[src/rtl/fib_pkg.sv]
// Shared types and constants for the Fibonacci sequencer.
package fib_pkg;

    typedef enum logic {
        IDLE = 1'b0,
        RUN  = 1'b1
    } state_e;

    localparam int DEF_WIDTH = 32;
    localparam int DEF_CNT_W = 8;

    // Seed terms F0 and F1.
    localparam int A0 = 0;
    localparam int B0 = 1;

endpackage

[src/rtl/fib_step_core.sv]
// Step-enabled Fibonacci datapath: a holds the current term, b the next one.
// The overflow flags follow the terms so the flag presented with a term
// reflects every wrap up to and including that term.
module fib_step_core
    import fib_pkg::*;
#(
    parameter int WIDTH = DEF_WIDTH
) (
    input  logic             clk,
    input  logic             rst_n,
    input  logic             load,
    input  logic             step,
    output logic [WIDTH-1:0] a,
    output logic             ovf_a
);

    logic [WIDTH-1:0] a_q, a_d;
    logic [WIDTH-1:0] b_q, b_d;
    logic             ovf_a_q, ovf_a_d;
    logic             ovf_b_q, ovf_b_d;
    logic [WIDTH:0]   sum;

    // Next-term computation; load re-seeds and wins over step.
    always_comb begin
        a_d     = a_q;
        b_d     = b_q;
        ovf_a_d = ovf_a_q;
        ovf_b_d = ovf_b_q;
        sum     = {1'b0, a_q} + {1'b0, b_q};
        if (load) begin
            a_d     = WIDTH'(A0);
            b_d     = WIDTH'(B0);
            ovf_a_d = 1'b0;
            ovf_b_d = 1'b0;
        end else if (step) begin
            a_d     = b_q;
            b_d     = sum[WIDTH-1:0];
            ovf_a_d = ovf_b_q;
            ovf_b_d = ovf_a_q | ovf_b_q | sum[WIDTH];
        end
    end

    // Term and flag registers.
    always_ff @(posedge clk or negedge rst_n) begin
        if (!rst_n) begin
            a_q     <= WIDTH'(A0);
            b_q     <= WIDTH'(B0);
            ovf_a_q <= 1'b0;
            ovf_b_q <= 1'b0;
        end else begin
            a_q     <= a_d;
            b_q     <= b_d;
            ovf_a_q <= ovf_a_d;
            ovf_b_q <= ovf_b_d;
        end
    end

    assign a     = a_q;
    assign ovf_a = ovf_a_q;

endmodule

[src/rtl/fib_seq_ctrl.sv]
// Command-driven sequencer: accepts a term count, streams that many
// Fibonacci terms over a valid/ready port, then pulses done.
// All outputs decode from registered state, so out_valid never depends
// combinationally on out_ready.
module fib_seq_ctrl
    import fib_pkg::*;
#(
    parameter int WIDTH = DEF_WIDTH,
    parameter int CNT_W = DEF_CNT_W
) (
    input  logic             clk,
    input  logic             rst_n,
    input  logic             cmd_valid,
    output logic             cmd_ready,
    input  logic [CNT_W-1:0] cmd_count,
    input  logic             cmd_abort,
    output logic             out_valid,
    input  logic             out_ready,
    output logic [WIDTH-1:0] out_data,
    output logic             out_last,
    output logic             out_ovf,
    output logic             busy,
    output logic             done
);

    state_e           state_q, state_d;
    logic [CNT_W-1:0] rem_q, rem_d;
    logic             done_q, done_d;
    logic             core_load;
    logic             core_step;
    logic [WIDTH-1:0] core_a;
    logic             core_ovf;

    fib_step_core #(
        .WIDTH (WIDTH)
    ) u_core (
        .clk   (clk),
        .rst_n (rst_n),
        .load  (core_load),
        .step  (core_step),
        .a     (core_a),
        .ovf_a (core_ovf)
    );

    // Next-state, counter and done decode. A zero-count command is
    // acknowledged with done only; abort still honours a same-cycle transfer.
    always_comb begin
        state_d   = state_q;
        rem_d     = rem_q;
        done_d    = 1'b0;
        core_load = 1'b0;
        core_step = 1'b0;
        case (state_q)
            IDLE: begin
                if (cmd_valid) begin
                    if (cmd_count != '0) begin
                        core_load = 1'b1;
                        rem_d     = cmd_count;
                        state_d   = RUN;
                    end else begin
                        done_d = 1'b1;
                    end
                end
            end
            RUN: begin
                if (out_ready) begin
                    core_step = 1'b1;
                    rem_d     = rem_q - CNT_W'(1);
                    if (rem_q == CNT_W'(1)) begin
                        state_d = IDLE;
                        done_d  = 1'b1;
                    end
                end
                if (cmd_abort) begin
                    state_d = IDLE;
                end
            end
            default: state_d = IDLE;
        endcase
    end

    // Control state registers.
    always_ff @(posedge clk or negedge rst_n) begin
        if (!rst_n) begin
            state_q <= IDLE;
            rem_q   <= '0;
            done_q  <= 1'b0;
        end else begin
            state_q <= state_d;
            rem_q   <= rem_d;
            done_q  <= done_d;
        end
    end

    assign busy      = (state_q == RUN);
    assign cmd_ready = (state_q == IDLE);
    assign out_valid = busy;
    assign out_data  = busy ? core_a : '0;
    assign out_ovf   = busy & core_ovf;
    assign out_last  = busy & (rem_q == CNT_W'(1));
    assign done      = done_q;

endmodule

[config.mk]
export PLATFORM = sky130hd
export DESIGN_NAME = fib_seq_ctrl
export DESIGN_NICKNAME = d
export VERILOG_FILES = /design/src/rtl/fib_pkg.sv /design/src/rtl/fib_step_core.sv /design/src/rtl/fib_seq_ctrl.sv
export SDC_FILE = /design/constraint.sdc
export NUM_CORES = 1
export LEC_CHECK = 0
export CORE_MARGIN = 5
export CORE_UTILIZATION = 45
export DETAILED_ROUTE_END_ITERATION = 10
export PLACE_DENSITY_LB_ADDON = 0.3
export SYNTH_ARGS = -nofsm -noshare
export SYNTH_HDL_FRONTEND = slang
export SYNTH_HIERARCHICAL = 1
export SYNTH_SLANG_ARGS = --single-unit
export TNS_END_PERCENT = 50
[constraint.sdc]
create_clock -name clk -period 3.9 [get_ports clk]
set_input_delay 0.39 -clock clk [delete_from_list [all_inputs] [get_ports clk]]
set_output_delay 0.39 -clock clk [all_outputs]
set_load 0.005 [all_outputs]
==> run summary, run 1 <==
Element type at the critical path start - register
M1 wire length - 6230 um
Fillers - 1,152
Initial antenna violation count - 0
Max-cap viol count - 0
Crit path max-delay family - simple AND/OR/NAND/NOR gates
Post-CTS resize count - 0
Min cycle time layout - 2.94 ns
All-layer global routing usage - 18.9%
Commonest non-fill, non-tap cells in the layout - 75 x dfrtp_1, 71 x nor2_1, 49 x clkdlybuf4s50_1
Avg Vias per Cell - 5.90
Cell area after synthesis - 5430 um2
Max IR drop VDD - 0.302 mV
Vias - 4,702
DP Wirelength - 9230 um
Initial core utilization - 45.6%
Multi-input gate area - 3300 um2
Die Y - 120 um
Crit path cell chain - or4_1 -> nor4b_1 -> and2_1 -> clkdlybuf4s50_1
Final wirelength - 13,100 um
Yosys cell types - 71
Count of pins over their slew limit - 0
CP bufs+invs - 1
Area grow syn2layout - 16.7%
Final setup skew - 0.00817 ns
H-Tree Depth - 3
Total leakage power - 2.87 nW
Slowest CP cell - or4_1
Sequential area share after synthesis - 35.1%
R2R Setup Slk - 1.14 ns
Design Area, Final - 6340 um2
Setup TNS - 0 ns
DR iter-0 viols - 301
PortBufs - 50
Router iterations before antenna repair - 4
Fmax - 0.340 GHz
Final Hold Viols - 0
Hold bufs inserted after CTS - 0
Largest net degree at the start of global routing - 77
Critical Path End Type - output port
Finished Layout Cells - 797
Nets - 693
WP data arrival - 2.55 ns
Area after DPL - 6010 um2
Post-synth top flop - dfrtp_1
Io pins - 51
Final Setup Violations - 0
Most common cell after layout, fill and taps aside - dfrtp_1
RSZ-0062 raised after global routing - false
Worst hold path class - input pin to async pin
CTS tree - yes
DR WL/cell - 16.5 um
Gpl congestion - 0.930
Post-synthesis sequential element count - 76
Slew HR - 36.0%
Syn Nets - 654
Slowest Stage Delay on Critical Path - 0.57 ns
Grt total ovfl - 0
Worst Path Required - 3.51 ns
ANT nets after route - 0
Clk pin slew, worst setup/hold paths - 0.06 ns
Die X - 120 um
Final period util - 75.3%
Syn Area/Cell - 8.96 um2
Die ar. - 14,400 um2
EDFF count, synth - 0
Root buffer cell - clkbuf_16
Met2 WL - 6060 um
Post-CTS setup buffer count - 0
Fraction of layout cells with a size suffix above 1 - 6.92%
CTS Buf Count - 9
Finished Core Util - 53.2%
Post-route DRC - 0
Register area - 1900 um2
Row count - 40
Worst reg2reg path startpoint - u_core/b_q[0]$_DFFE_PN1P_
Clk sinks - 76
R2R cell count - 10
Maximum fanout along the worst path - 8
Global-route wire length before repair - 22,600 um
RR Endpoint - u_core/ovf_b_q$_DFFE_PN0P_
Latest clock arrival within the worst-skew pair - 0.34 ns
Placed cells - 781
Syn Inst Count - 606
PwrDens - 353 nW/um2
Worst-margin pin slew - 0.960 ns
Vias in the first global route - 4,721
Async S/R FF share, synth - 100%
WL met3 - 662 um
Number of diodes - 0
Status - completed
Top routing layer in use - met4
YS warnings - 6
CORE AREA - 11,900 um2
Clock tree buffer depth - 2
Crit Path Class - register to output port
[worst max-delay path by stage]
stage,start,end,slack (ns),depth (start not counted)
CTS,rem_q[2]$_DFFE_PN0P_,out_last,0.94,4
global route,rem_q[2]$_DFFE_PN0P_,out_last,0.79,4
finish,rem_q[2]$_DFFE_PN0P_,out_last,0.96,4
global placement,cmd_count[5],u_core/b_q[27]$_DFFE_PN0P_,0.96,8
floorplan,u_core/a[0]$_DFFE_PN0P_,u_core/b_q[30]$_DFFE_PN0P_,1.48,10
detailed placement,cmd_valid,u_core/b_q[30]$_DFFE_PN0P_,0.81,9
[area by class of cell]
type	count	share of cell area (%)
clock buffer	9	3.55
sequential	76	30.0
clock inverter	7	1.58
multi-input combinational	481	52.0
tap	147	2.90
timing repair buffer	58	8.81
inverter	19	1.13
[per-stage QoR]
step / worst slack (ns) / hold WS (ns) / total power [mW]
floorplan: 1.48 / 0.0944 / 1.20
global placement: 0.957 / 0.497 / 1.33
detailed placement: 0.813 / 0.510 / 1.34
CTS: 0.943 / 0.254 / 2.26
global route: 0.795 / 0.305 / 2.35
finish: 0.962 / 0.209 / 2.24
[Yosys cell counts (all sizes together), types with 14 or more instances]
library cell	n	area, um2
nor2	71	267
nand2	40	150
dfrtp	75	1880
a21oi	41	235
mux2i	37	370
nand3	14	70.1
buf	15	103
ha	34	425
a21o	16	120
o21ai	35	179
and2	36	225
clkbuf	15	56.3
inv	19	71.3
[flip-flops by register name, summed over array words and instances, names as in the netlist]
| register | cells |
|---|---|
| done | 1 |
| busy | 1 |
| u_core/a | 32 |
| rem_q | 8 |
| u_core/b_q | 32 |
| u_core/ovf_b_q | 1 |
| u_core/ovf_a | 1 |
[logic make-up (layout without fill, tap and decap cells)]
| group | after synthesis | in the layout | synth area share, % |
|---|---|---|---|
| buffers and inverters | 49 | 93 | 4.24 |
| DFF | 76 | 76 | 35.1 |
| AOI/OAI and AO/OA | 171 | 171 | 22.8 |
| muxes | 37 | 37 | 6.82 |
| adders and majority gates | 35 | 35 | 8.20 |
| xor gates and xnor gates | 13 | 13 | 2.10 |
| and+or+nand+nor | 225 | 225 | 20.8 |
[worst reg2reg max path: stages (launching register included)]
cell and delay (ns):
dfstp_2 0.54, ha_1 0.17, inv_1 0.06, fa_1 0.42
nor2b_4 0.15, o31a_4 0.17, o311a_2 0.22, o21ai_1 0.18
a21oi_1 0.33, nand4_1 0.14, a311oi_1 0.28
[per-layer routing]
| metal | GRT usage, % | vias up |
|---|---|---|
| li1 | - | 2277 |
| met1 | 25.1 | 2270 |
| met2 | 31.1 | 132 |
| met3 | 3.77 | 23 |
| met4 | 5.80 | 0 |
| met5 | 0 | - |
[report_power, final]
part           switching, mW  internal [mW]
sequential            0.0720          0.851
clock                  0.345          0.565
combinational          0.235          0.168
Power figures use the tool's default switching activity.
==> inputs of run 2 (changes only) <==
==> constraint.sdc (replaced) <==
create_clock -name clk -period 2.7 [get_ports clk]
set_input_delay 0.27 -clock clk [delete_from_list [all_inputs] [get_ports clk]]
set_output_delay 0.27 -clock clk [all_outputs]
set_load 0.005 [all_outputs]
==> run 2 against run 1 <==
  * Critical path type unchanged
  * Sequential share of layout area is 0.44 points lower
  * Critical endpoint unchanged
  * Critical path depth unchanged
  * Routed wire length is 1.5% higher
  * Worst setup slack lost 0.89 ns
==> run summary, run 2 (synthesis gave the netlist of run 1 again) <==
Count of pins over their slew limit - 0 (unchanged)
Clk sinks - 76 (unchanged)
Setup TNS - 0 ns (unchanged)
R2R cell count - 10 (unchanged)
CORE AREA - 11,900 um2 (unchanged)
Status - completed
Sw Ratio - 31.2% (+2.0 points)
Fillers - 1,067 (-7.4%)
Final wirelength - 13,300 um (+1.5%)
Global-route wire length before repair - 22,500 um (-0.43%)
Commonest non-fill, non-tap cells in the layout - 75 x dfrtp_1, 71 x nor2_1, 49 x clkdlybuf4s50_1
Crit Path Class - register to output port
Fmax - 0.380 GHz
DP Wirelength - 9620 um (+4.2%)
WP data arrival - 2.36 ns (-0.19 ns)
Nets - 707 (+2.0%)
PwrDens - 488 nW/um2 (+38%)
Worst-margin pin slew - 0.991 ns (+0.0305 ns)
Avg Vias per Cell - 5.89 (-0.20%)
Grt total ovfl - 0 (unchanged)
All-layer global routing usage - 19.1% (+0.19 points)
PortBufs - 50 (unchanged)
Crit path cell chain - or4_4 -> nor4b_4 -> and2_1 -> clkdlybuf4s50_1
Finished Core Util - 54.0% (+0.80 points)
Die ar. - 14,400 um2 (unchanged)
Total leakage power - 2.91 nW (+1.6%)
Final setup skew - 0.00834 ns (+0.000167 ns)
Element type at the critical path start - register
Worst hold path class - input pin to async pin
Max-cap viol count - 0 (unchanged)
Initial core utilization - 45.6% (unchanged)
Clk pwr share - 37.2% (-3.5 points)
Clock tree buffer depth - 2 (unchanged)
Final Setup Violations - 0 (unchanged)
Hold WS - 0.0885 ns (-0.120 ns)
Worst Path Required - 2.43 ns (-1.08 ns)
H-Tree Depth - 3 (unchanged)
Largest net degree at the start of global routing - 77 (unchanged)
Clk pin slew, worst setup/hold paths - 0.07 ns (about the same)
Die X - 120 um (unchanged)
Row count - 40 (unchanged)
Sw Pwr - 979 uW (+50%)
P_int - 2.16 mW (+37%)
Slew HR - 34.0% (-2.0 points)
Gpl congestion - 0.925 (-0.56%)
Most common cell after layout, fill and taps aside - dfrtp_1
Vias in the first global route - 4,694 (-0.57%)
DR iter-0 viols - 332 (+10%)
Slowest Stage Delay on Critical Path - 0.57 ns (about the same)
Fraction of layout cells with a size suffix above 1 - 9.49% (+2.6 points)
Initial antenna violation count - 0 (unchanged)
Maximum fanout along the worst path - 6 (-2)
Min cycle time layout - 2.63 ns
Critical Path End Type - output port
Die Y - 120 um (unchanged)
Latest clock arrival within the worst-skew pair - 0.35 ns (about the same)
Reg power frac - 42.5% (+1.2 points)
ANT nets after route - 0 (unchanged)
RSZ-0062 raised after global routing - true
DR WL/cell - 16.4 um (-0.30%)
Number of diodes - 0 (unchanged)
Slowest CP cell - or4_4
CTS tree - yes
Final Hold Viols - 0 (unchanged)
CTS Buf Count - 9 (unchanged)
Root buffer cell - clkbuf_16
Final period util - 97.5%
Router iterations before antenna repair - 5 (+1)
Io pins - 51 (unchanged)
Area grow syn2layout - 18.5%
Max IR drop VDD - 0.306 mV (+1.3%)
Placed cells - 795 (+1.8%)
Finished Layout Cells - 811 (+1.8%)
Post-route DRC - 0 (unchanged)
Logic pwr share - 20.3% (+2.3 points)
Vias - 4,775 (+1.6%)
Design Power - 3.14 mW (+41%)
[run 2: changes by cell type in the layout (fill, tap and decap cells not counted), sizes merged]
cell and delta:
buf +14, clkinvlp +3, bufinv -2, clkinv -2, clkbuf +1
[run 2: worst paths after layout]
check	endpoint	slack [ns]	startpoint
max	out_last	0.07	rem_q[3]$_DFFE_PN0P_
min reg2reg	u_core/b_q[16]$_DFFE_PN0P_	0.52	u_core/b_q[16]$_DFFE_PN0P_
max reg2reg	u_core/b_q[30]$_DFFE_PN0P_	0.11	u_core/a[0]$_DFFE_PN0P_
max in group asynchronous	u_core/b_q[20]$_DFFE_PN0P_	1.98	rst_n
min	u_core/a[9]$_DFFE_PN0P_	0.09	rst_n
min in group clk	busy$_DFF_PN0_	0.51	cmd_abort
[run 2: power by group through the flow]
stage                     clock network (mW)  registers, mW  logic [mW]
after global placement                     0           1.33       0.616
after detailed placement                   0           1.34       0.625
after CTS                               1.20           1.32       0.636
after global routing                    1.24           1.35       0.716
final                                   1.17           1.34       0.637
after floorplan                            0           1.32       0.407
[run 2: through the flow]
stage,cell area [um2],setup slack (ns)
final,6430,0.0678
after global routing,6430,-0.0229
after CTS,6410,0.0342
after detailed placement,6120,0.106
after global placement,6120,0.183
after floorplan,5430,0.278
[run 2: what timing repair did]
item | in CTS | in global routing
gates resized for setup | 1 | 5
hold buffers | 0 | 0
pin swaps | 0 | 2
setup buffers | 0 | 0
endpoints found under the setup margin | 1 | 5
cloned | 0 | 0
[run 2: critical path: cells and delay by family, from the launching register on]
kind	cells	cell delay [ns]
AND/OR/NAND/NOR	3	1.08
buffers and inverters	1	0.49
flip-flops	1	0.44
[run 2: cell type report]
cell class	instances	area (um2)	share of cell area (%)
inverters	19	71.3	1.11
clock inverters	6	48.8	0.759
flip-flops and latches	76	1900	29.6
clock buffers	10	239	3.72
multi-input cells	481	3320	51.7
well taps	147	184	2.86
repair buffers	72	663	10.3
[run 2: metal layers]
layer / global-route usage (%) / up-vias / share of wire, %
met5: 0 / - / 0
met4: 7.66 / 0 / 2.5
met3: 3.68 / 33 / 4.7
met2: 30.7 / 140 / 46
met1: 25.3 / 2295 / 46
li1: - / 2307 / -
==> inputs of run 3 (changes only) <==
--- a/config.mk
+++ b/config.mk
@@ -5,8 +5,9 @@
 export SDC_FILE = /design/constraint.sdc
 export NUM_CORES = 1
 export LEC_CHECK = 0
+export CAP_MARGIN = 10
 export CORE_MARGIN = 5
-export CORE_UTILIZATION = 45
+export CORE_UTILIZATION = 35
 export DETAILED_ROUTE_END_ITERATION = 10
 export PLACE_DENSITY_LB_ADDON = 0.3
 export SYNTH_ARGS = -nofsm -noshare
==> run 3 against run 2 <==
  * Worst setup slack gained 0.027 ns
  * Fmax grew 1.0%
  * Cell count grew 4.8%
  * Critical path type is now register to register
  * Final area grew 2.0%
  * First-iteration DRC count grew 27%
==> run summary, run 3 (synthesis gave the netlist of run 1 again) <==
Status - completed
Root buffer cell - clkbuf_16
Initial antenna violation count - 0 (unchanged)
Io pins - 51 (unchanged)
Vias in the first global route - 4,783 (+1.9%)
Post-route DRC - 0 (unchanged)
R2R Setup Slk - 0.09 ns (-0.02 ns)
Final period util - 96.5% (-0.99 points)
Worst-margin pin slew - 0.974 ns (-0.0170 ns)
Max-cap viol count - 0 (unchanged)
Area after DPL - 6170 um2 (+0.80%)
Clk pin slew, worst setup/hold paths - 0.06 ns (about the same)
PwrDens - 527 nW/um2 (+8.0%)
DR iter-0 viols - 423 (+27%)
Most common cell after layout, fill and taps aside - dfrtp_1
Nets - 705 (-0.28%)
Commonest non-fill, non-tap cells in the layout - 75 x dfrtp_1, 71 x nor2_1, 49 x clkdlybuf4s50_1
All-layer global routing usage - 15.8% (-3.2 points)
Grt total ovfl - 0 (unchanged)
Total leakage power - 2.96 nW (+1.5%)
ANT nets after route - 0 (unchanged)
Final wirelength - 13,600 um (+2.2%)
Avg Vias per Cell - 5.46 (-7.2%)
Fmax - 0.384 GHz (+1.0%)
Die Y - 135 um (+12%)
Element type at the critical path start - register
Max IR drop VDD - 0.347 mV (+14%)
Register area - 1900 um2 (unchanged)
Design Area, Final - 6560 um2 (+2.0%)
Slew HR - 35.1% (+1.1 points)
Gpl congestion - 0.885 (-4.3%)
Clk sinks - 76 (unchanged)
Crit Path Class - register to register
Number of diodes - 0 (unchanged)
Worst Path Required - 2.93 ns (+0.50 ns)
H-Tree Depth - 3 (unchanged)
Initial core utilization - 35.7% (-9.9 points)
WP data arrival - 2.84 ns (+0.48 ns)
Vias - 4,642 (-2.8%)
Fraction of layout cells with a size suffix above 1 - 9.37% (-0.12 points)
CTS Buf Count - 9 (unchanged)
PortBufs - 50 (unchanged)
Multi-input gate area - 3330 um2 (+0.15%)
Worst hold path class - input pin to async pin
Maximum fanout along the worst path - 4 (-2)
CTS tree - yes
Router iterations before antenna repair - 4 (-1)
Final setup skew - 0.00708 ns (-0.00126 ns)
Final Setup Violations - 0 (unchanged)
Die X - 135 um (+12%)
Finished Core Util - 43.2% (-11 points)
RSZ-0062 raised after global routing - true
Largest net degree at the start of global routing - 77 (unchanged)
Count of pins over their slew limit - 0 (unchanged)
DR WL/cell - 16.0 um (-2.5%)
Min cycle time layout - 2.61 ns (-0.0268 ns)
Clock tree buffer depth - 2 (unchanged)
Final Hold Viols - 0 (unchanged)
DP Wirelength - 9820 um (+2.1%)
CORE AREA - 15,200 um2 (+28%)
Die ar. - 18,100 um2 (+26%)
Fillers - 1,490 (+40%)
Row count - 45 (+13%)
Critical Path End Type - register
Latest clock arrival within the worst-skew pair - 0.35 ns (about the same)
Area grow syn2layout - 20.9%
Global-route wire length before repair - 23,700 um (+5.2%)
==> run 3: path summary, 6_finish.rpt <==
path,startpoint,cells after the start,to
setup / recovery,u_core/a[0]$_DFFE_PN0P_,10,u_core/b_q[30]$_DFFE_PN0P_
hold / removal,rst_n,1,u_core/a[16]$_DFFE_PN0P_
setup reg to reg,u_core/a[0]$_DFFE_PN0P_,10,u_core/b_q[30]$_DFFE_PN0P_
hold reg to reg,u_core/b_q[18]$_DFFE_PN0P_,2,u_core/b_q[18]$_DFFE_PN0P_
max in group asynchronous,rst_n,1,rem_q[6]$_DFFE_PN0P_
min in group clk,cmd_abort,2,busy$_DFF_PN0_
==> run 3: cell type report <==
class	instances	area share, %
clock inverters	7	2.12
repair buffers	70	10.1
multi-input cells	481	50.7
inverters	19	1.09
clock buffers	9	3.43
flip-flops and latches	76	29.0
well taps	188	3.58
==> run 3: timing repair <==
action,in CTS,in global routing
hold buffers,0,0
setup endpoints to repair,1,3
setup buffers,0,0
gates resized for setup,1,5
cloned,0,0
==> run 3: metal layers <==
| layer | vias up | wire (um) | global-route usage (%) |
|---|---|---|---|
| met4 | 0 | 227 | 7.35 |
| li1 | 2310 | - | - |
| met2 | 87 | 6220 | 25.3 |
| met5 | - | 0 | 0 |
| met1 | 2229 | 6530 | 20.8 |
| met3 | 16 | 653 | 3.02 |
==> run 3: worst max-delay path, cell delays in order, from the launching register on <==
cell,delay (ns)
dfrtp_1,0.39
ha_1,0.22
inv_1,0.07
fa_1,0.22
nor2b_4,0.06
o31a_4,0.30
o311ai_4,0.27
a21bo_4,0.19
a21oi_2,0.06
or3_1,0.35
a221o_1,0.36
==> run 3: power by group <==
part           switching (mW)  internal, mW
Sequential              0.111          1.23
Combinational           0.349         0.274
Clock                   0.504         0.995
Total                   0.964          2.50
==> run 3: through the flow <==
stage / TNS [ns] / hold WS (ns) / total power [mW] / setup slack (ns) / std cells
floorplan: 0 / -0.0256 / 1.73 / 0.278 / 606
global placement: 0 / 0.500 / 1.95 / 0.173 / 834
detailed placement: 0 / 0.494 / 1.96 / 0.135 / 834
CTS: 0 / 0.119 / 3.48 / 0.0304 / 850
global route: -0.00341 / 0.192 / 3.63 / -0.00341 / 850
finish: 0 / 0.0838 / 3.46 / 0.0947 / 850
